### src/rtl/pipe_stage_buf.sv
// Parametrised inter-stage pipeline register.
// Stall-bus driven hold/bubble/flush with optional one-entry skid slot.
module pipe_stage_buf #(
  parameter int WIDTH   = 32,
  parameter int STALL_W = 6,
  parameter int STAGE   = 2,
  parameter int SKID    = 0,
  parameter int CNT_W   = 16
) (
  input  logic               clock,
  input  logic               reset,
  input  logic [STALL_W-1:0] stall,
  input  logic               flush,
  input  logic               valid_i,
  input  logic [WIDTH-1:0]   data_i,
  output logic               valid_o,
  output logic [WIDTH-1:0]   data_o,
  output logic               skid_full_o,
  output logic               overrun_o,
  output logic [CNT_W-1:0]   hold_cnt_o,
  output logic [CNT_W-1:0]   bubble_cnt_o
);

  localparam bit HAS_SKID = (SKID != 0);
  localparam logic [CNT_W-1:0] CNT_ONE = CNT_W'(1);
  localparam logic [CNT_W-1:0] CNT_MAX = '1;

  logic s_up;
  logic s_dn;
  logic stall_unused;

  assign s_up = stall[STAGE];
  assign s_dn = stall[STAGE+1];
  assign stall_unused = ^stall;

  logic             valid_q, valid_n;
  logic [WIDTH-1:0] data_q, data_n;
  logic             skid_v, skid_v_n;
  logic [WIDTH-1:0] skid_d, skid_d_n;
  logic             ovr_q, ovr_n;
  logic [CNT_W-1:0] hold_q, hold_n;
  logic [CNT_W-1:0] bub_q, bub_n;

  always_comb begin
    valid_n  = valid_q;
    data_n   = data_q;
    skid_v_n = skid_v;
    skid_d_n = skid_d;
    ovr_n    = ovr_q;
    hold_n   = hold_q;
    bub_n    = bub_q;
    priority case (1'b1)
      flush: begin
        valid_n  = 1'b0;
        data_n   = '0;
        skid_v_n = 1'b0;
        skid_d_n = '0;
      end
      s_dn: begin
        if (hold_q != CNT_MAX)
          hold_n = hold_q + CNT_ONE;
        // Only an unstalled upstream actually hands over its entry.
        if (!s_up && valid_i) begin
          if (HAS_SKID && !skid_v) begin
            skid_v_n = 1'b1;
            skid_d_n = data_i;
          end else begin
            ovr_n = 1'b1;
          end
        end
      end
      s_up: begin
        if (skid_v) begin
          valid_n  = 1'b1;
          data_n   = skid_d;
          skid_v_n = 1'b0;
        end else begin
          valid_n = 1'b0;
          data_n  = '0;
          if (bub_q != CNT_MAX)
            bub_n = bub_q + CNT_ONE;
        end
      end
      default: begin
        if (skid_v) begin
          valid_n  = 1'b1;
          data_n   = skid_d;
          skid_v_n = valid_i;
          skid_d_n = data_i;
        end else begin
          valid_n = valid_i;
          data_n  = data_i;
        end
      end
    endcase
  end

  always_ff @(posedge clock) begin
    if (reset) begin
      valid_q <= 1'b0;
      data_q  <= '0;
      skid_v  <= 1'b0;
      skid_d  <= '0;
      ovr_q   <= 1'b0;
      hold_q  <= '0;
      bub_q   <= '0;
    end else begin
      valid_q <= valid_n;
      data_q  <= data_n;
      skid_v  <= HAS_SKID ? skid_v_n : 1'b0;
      skid_d  <= HAS_SKID ? skid_d_n : '0;
      ovr_q   <= ovr_n;
      hold_q  <= hold_n;
      bub_q   <= bub_n;
    end
  end

  assign valid_o      = valid_q;
  assign data_o       = data_q;
  assign skid_full_o  = HAS_SKID ? skid_v : 1'b0;
  assign overrun_o    = ovr_q;
  assign hold_cnt_o   = hold_q;
  assign bubble_cnt_o = bub_q;

endmodule

### config.mk
export PLATFORM = sky130hd
export DESIGN_NAME = pipe_stage_buf
export DESIGN_NICKNAME = d
export VERILOG_FILES = /design/src/rtl/pipe_stage_buf.sv
export SDC_FILE = /design/constraint.sdc
export NUM_CORES = 1
export LEC_CHECK = 0
export ABC_AREA = 1
export CELL_PAD_IN_SITES_DETAIL_PLACEMENT = 1
export CELL_PAD_IN_SITES_GLOBAL_PLACEMENT = 1
export CORE_MARGIN = 5
export CORE_UTILIZATION = 29
export CTS_BUF_LIST = sky130_fd_sc_hd__clkbuf_8
export DETAILED_ROUTE_END_ITERATION = 7
export HOLD_SLACK_MARGIN = 0.03
export PLACE_DENSITY_LB_ADDON = 0.1
export SLEW_MARGIN = 20
export SYNTH_ARGS = -nofsm -noshare
export SYNTH_HDL_FRONTEND = slang
export SYNTH_SLANG_ARGS = --single-unit
### constraint.sdc
create_clock -name clock -period 1.28 [get_ports clock]
set_input_delay 0.192 -clock clock [delete_from_list [all_inputs] [get_ports clock]]
set_output_delay 0.192 -clock clock [all_outputs]
set_load 0.1 [all_outputs]
==> impl_metrics.json, run 1 <==
{
  "status": "finished, violations left",
  "failed_checks": "setup timing",
  "grt_pass1_vias": 4180,
  "clkSlewWorstSetupHoldPaths_ns": 0.08,
  "synthCells": 471,
  "htreeDepth": 3,
  "nets": 688,
  "setup_viol": 32,
  "rows": 38,
  "drv_cap": 0,
  "period_minus_slack_ns": 1.44,
  "area_delta_synth_final_pct": 96.6,
  "clock_skew_ns": 0.0105,
  "worst-r2r-setup-slack_ns": -0.16,
  "yosysTopAreaCellShare": 0.413,
  "wl_mm": 12.9,
  "hpwl_mm": 8.75,
  "setup_ws_ns": -0.164,
  "dieHeight_um": 115,
  "yosysTopAreaCell": "dfxtp_1",
  "synth.most_common_cell": "nand2_1",
  "dr.pass1.iters": 4,
  "synth_area_sq_um": 3200,
  "cp_max_fo": 6,
  "yosys_most_used_dff": "dfxtp_1",
  "avgSynthCellArea_sq_um": 6.79,
  "ys_ff_latch": 66,
  "p_sw_frac": 0.310,
  "grt_usage": 0.197,
  "die_area_sq_um": 13200,
  "rsz0062_at_grt": "yes",
  "seq_power_share": 0.453,
  "ioPinCount": 109,
  "core_area_sq_um": 10800,
  "port-buffer-count": 103,
  "layoutNonFillerInstCount": 789,
  "cts_tree": "yes",
  "grt_pass1_wl_mm": 20.6,
  "required_ns": 1.52,
  "max-vdd-ir-drop_uv": 466,
  "place_ws_ns": -0.386,
  "finalInstanceArea_sq_um": 6290,
  "cts_made_buffers": 9,
  "finalCoreUtilization": 0.580,
  "comb_power_share": 0.215,
  "wire_per_inst_um": 16.3,
  "gp_congestion": 0.826,
  "power.switching_w": 0.00143,
  "p_int_w": 0.00318,
  "gr-total-overflow": 0,
  "final_layout_size_suffix_gt1_frac": 0.450,
  "endpoint_kind": "flip-flop",
  "grt_start_max_net_pins": 33,
  "ant_nets": 0,
  "synth_nets": 515,
  "post-route-drc-count": 0,
  "synth.distinct_cells": 31,
  "worst_ep_arrival_time_ns": 1.69,
  "hold_violations": 0,
  "leakage_nw": 2.59,
  "viasPerCell": 4.74,
  "insertedDiodeCount": 0,
  "cts_sinks": 66,
  "synth_common_cells": "nand2_1, nor2_1, dfxtp_1, a21oi_1, inv_1",
  "ys_seq_area_frac": 0.413,
  "finalPower_w": 0.00460,
  "synth-async-reset-ratio": 0,
  "timing.fmax_mhz": 692,
  "pwr-share-clk": 0.333,
  "hp-class": "in2reg",
  "path_class": "reg2reg",
  "clkLatencyLatePin_ns": 0.35,
  "antenna_found_initial": 0,
  "die_w_um": 115,
  "start_kind": "flip-flop",
  "drt_iter0_markers": 96,
  "fillers": 1266,
  "finalCritPeriodShare": 1.13,
  "dr_total_vias": 3736,
  "yosys_warnings": 0,
  "dpl_cell_area_sq_um": 5720,
  "yosys-top-cells-area": "dfxtp_1, nand2_1, nor2_1",
  "clockRootBuffer": "clkbuf_8",
  "clock_path_buffers": 2,
  "synth-edff-count": 0,
  "power_density_nw_per_um2": 732,
  "floorplan.initialDensity": 0.295,
  "final-max-slew-violation-count": 0,
  "place_inst": 763
}
[per-layer routing]
metal	wire length (um)	global-route usage	share of wire	up-vias
met3	1060	0.0789	0.082	17
met2	6640	0.347	0.52	112
met1	4920	0.213	0.38	1791
met4	243	0.0696	0.019	0
li1	-	-	-	1816
met5	0	0	0	-
[critical path: stages, from the launching register on]
cell     delay [ns]
dfxtp_4        0.35
nand2_1        0.08
nor2_2         0.18
nand2_2        0.13
inv_2          0.12
nand2_8        0.08
buf_4          0.14
nand3_2        0.09
nand2_1        0.06
nand2_1        0.06
nor2_1         0.04
[layout make-up]
class | instances | area [sq um] | area share
repair buffers | 179 | 2360 | 0.376
multi-input cells | 347 | 1980 | 0.315
flip-flops and latches | 66 | 1440 | 0.229
well taps | 140 | 175 | 0.0279
inverters | 41 | 166 | 0.0265
clock buffers | 10 | 138 | 0.0219
clock inverters | 6 | 26.3 | 0.00418
[state kept, by name, summed over array words and instances (netlist names)]
| register | cells |
|---|---|
| overrun_o | 1 |
| valid_o | 1 |
| bubble_cnt_o | 16 |
| data_o | 32 |
| hold_cnt_o | 16 |
[per-stage QoR]
stage          hold slack (ns)  TNS, ns
2_1_floorplan            0.251    -6.96
3_3_place_gp             0.480   -14.75
3_5_place_dp             0.487   -17.60
4_1_cts                  0.385    -1.73
5_1_grt                  0.397    -4.93
6_report                 0.406    -2.75
[power groups by stage]
| stage | Combinational, W | Sequential [W] | Clock, W |
|---|---|---|---|
| 2_1_floorplan | 0.000213 | 0.00241 | 0 |
| 3_3_place_gp | 0.000909 | 0.00213 | 0 |
| 3_5_place_dp | 0.000927 | 0.00213 | 0 |
| 4_1_cts | 0.000955 | 0.00209 | 0.00159 |
| 5_1_grt | 0.00104 | 0.00209 | 0.00171 |
| 6_report | 0.000988 | 0.00209 | 0.00153 |
[final timing paths]
path | start | to | cells after the start
setup / recovery | bubble_cnt_o[14]$_SDFFE_PP0P_ | bubble_cnt_o[7]$_SDFFE_PP0P_ | 10
hold / removal | data_i[12] | data_o[12]$_SDFFE_PP0N_ | 3
setup reg to reg | bubble_cnt_o[14]$_SDFFE_PP0P_ | bubble_cnt_o[7]$_SDFFE_PP0P_ | 10
hold reg to reg | data_o[1]$_SDFFE_PP0N_ | data_o[1]$_SDFFE_PP0N_ | 2
[cells in the final DEF (no fill, tap or decap), drive strengths merged, types with 5 or more instances in the layout]
cell type,Yosys,layout
dfxtp,66,66
nand3,31,32
inv,40,42
nor2,83,83
o21ai,7,7
nand2,161,161
clkdlybuf4s50,0,37
a21oi,45,45
buf,12,141
clkbuf,6,11
clkinv,1,5
[logic make-up after synthesis]
family                   Yosys count  share of synthesized area
AND/OR/NAND/NOR                  286                      0.397
XOR/XNOR                           4                     0.0110
other                              1                    0.00117
buffers and inverters             59                     0.0865
AO/OA/AOI/OAI                     53                     0.0833
adder cells (fa/ha/maj)            2                    0.00782
flip-flops                        66                      0.413
[what timing repair did]
action                     CTS  global route
gates resized for setup     56            32
setup endpoints to repair   32            40
buffers inserted             4             4
pin swaps                   34            23
hold buffers                 0             0
cloned                       2             1
Note: power is estimated with default switching activity, not from simulation.
==> run 2, diff against run 1 <==
SKIP_CTS_REPAIR_TIMING = 1   (was default)
==> run 2 against run 1 <==
Compared with the run above: the run still ends with setup timing left; power increased by 0.45%; sequential share of layout area is 0.082 points lower; cell area up 0.36%; critical path type unchanged; sequential power about the same; critical path depth down 1; worst setup slack improved by 0.017 ns; clock-buffer cell count stayed put; first-iteration DRC count is 6.3% higher; wire length grew 0.26%; highest routed layer unchanged; core utilization up 0.21 points; clock skew is essentially flat.
==> impl_metrics.json, run 2 (synthesized netlist as in run 1, its figures left out) <==
{
  "status": "finished, violations left",
  "failed_checks": "setup timing",
  "rows": 38,
  "cp_max_fo": 7,
  "die_w_um": 115,
  "hold_violations": 0,
  "endpoint_kind": "flip-flop",
  "viasPerCell": 4.74,
  "required_ns": 1.53,
  "final_common_cell": "nand2_1",
  "grt_start_max_net_pins": 33,
  "timing.fmax_mhz": 700,
  "area_delta_synth_final_pct": 97.3,
  "rr_worst_depth": 9,
  "hp-class": "in2reg",
  "place_inst": 763,
  "start_kind": "flip-flop",
  "period_minus_slack_ns": 1.43,
  "die_area_sq_um": 13200,
  "insertedDiodeCount": 0,
  "grt_pass1_vias": 4001,
  "dr_total_vias": 3736,
  "layoutNonFillerInstCount": 788,
  "grt_usage": 0.181,
  "rsz0062_at_grt": "yes",
  "dr.pass1.iters": 4,
  "max-vdd-ir-drop_uv": 433,
  "htreeDepth": 3,
  "setup_ws_ns": -0.148,
  "grt_pass1_wl_mm": 19.0,
  "port-buffer-count": 103,
  "post-route-drc-count": 0,
  "layout_common_cells": "nand2_1, buf_12, buf_4, nor2_1, clkdlybuf4s50_1",
  "path_class": "reg2reg",
  "timing.setup.tns_ns": -2.96,
  "cts_made_buffers": 9,
  "fillers": 1254,
  "core_area_sq_um": 10800,
  "drv_cap": 0,
  "finalCritPeriodShare": 1.12,
  "ant_nets": 0,
  "clkSlewWorstSetupHoldPaths_ns": 0.08,
  "cts_sinks": 66,
  "clockRootBuffer": "clkbuf_8",
  "clock_skew_ns": 0.0107,
  "gp_congestion": 0.826,
  "hold_depth": 3,
  "wire_per_inst_um": 16.4,
  "dieHeight_um": 115,
  "gr-total-overflow": 0,
  "finalPower_w": 0.00462,
  "place_ws_ns": -0.386,
  "final_layout_size_suffix_gt1_frac": 0.454,
  "antenna_found_initial": 0,
  "seqCellArea_sq_um": 1440,
  "leakage_nw": 2.59,
  "floorplan.initialDensity": 0.295,
  "drt_iter0_markers": 102,
  "clkLatencyLatePin_ns": 0.36,
  "ioPinCount": 109,
  "cts_tree": "yes",
  "multi_input_comb_area_sq_um": 2010,
  "final-max-slew-violation-count": 0,
  "worst_ep_arrival_time_ns": 1.68,
  "nets": 687,
  "worst-r2r-setup-slack_ns": -0.15,
  "clock_path_buffers": 2,
  "setup_viol": 32,
  "largest_reg_flops": 32,
  "hpwl_mm": 8.75,
  "power_density_nw_per_um2": 733,
  "wl_mm": 12.9
}
## run 2: cell count changes in the layout (fill, tap and decap cells not counted), moves of 2 or more
cell | before | now
buf_4 | 62 | 59
nor2_1 | 48 | 50
buf_6 | 9 | 11
nand2_1 | 140 | 137
nand2_2 | 12 | 16
nand3_2 | 20 | 17
nor2_2 | 20 | 18
o21ai_2 | 2 | 4
nand3_4 | 4 | 6
## run 2: final cells by class
cell class | count | share of cell area
Sequential cell | 66 | 0.228
Clock buffer | 10 | 0.0218
Timing Repair Buffer | 178 | 0.375
Multi-Input combinational cell | 347 | 0.318
Tap cell | 140 | 0.0278
Inverter | 41 | 0.0260
Clock inverter | 6 | 0.00416
## run 2: critical path, stage by stage (launching register included)
cell and delay (ns):
dfxtp_4 0.35, nand2_1 0.08, nor2_2 0.19, nand2_2 0.13, inv_2 0.13, nand2_8 0.09
nand3_4 0.14, nand2_2 0.06, nand2_1 0.09, nor2_1 0.06
## run 2: report_power, final
part           switching [W]  internal, W  leakage [nW]
Sequential         0.0000452      0.00204         0.559
Clock               0.000819     0.000725        0.0996
Combinational       0.000581     0.000413          1.93
## run 2: final timing paths
path | from | to
max reg2reg | bubble_cnt_o[9]$_SDFFE_PP0P_ | bubble_cnt_o[5]$_SDFFE_PP0P_
max | bubble_cnt_o[9]$_SDFFE_PP0P_ | bubble_cnt_o[5]$_SDFFE_PP0P_
min | data_i[0] | data_o[0]$_SDFFE_PP0N_
min reg2reg | data_o[1]$_SDFFE_PP0N_ | data_o[1]$_SDFFE_PP0N_
## run 2: routing by layer
metal | global-route usage | wire [um]
met3 | 0.0726 | 1080
met4 | 0.0704 | 368
met5 | 0 | 0
met2 | 0.316 | 6500
met1 | 0.195 | 4950
## run 2: per-stage QoR
stage,utilization,cell area [sq um],hold WS (ns)
floorplan,-,3420,0.251
global placement,0.528,5720,0.480
detailed placement,0.528,5720,0.487
CTS,0.543,5890,0.385
global route,0.582,6310,0.396
finish,0.582,6310,0.399
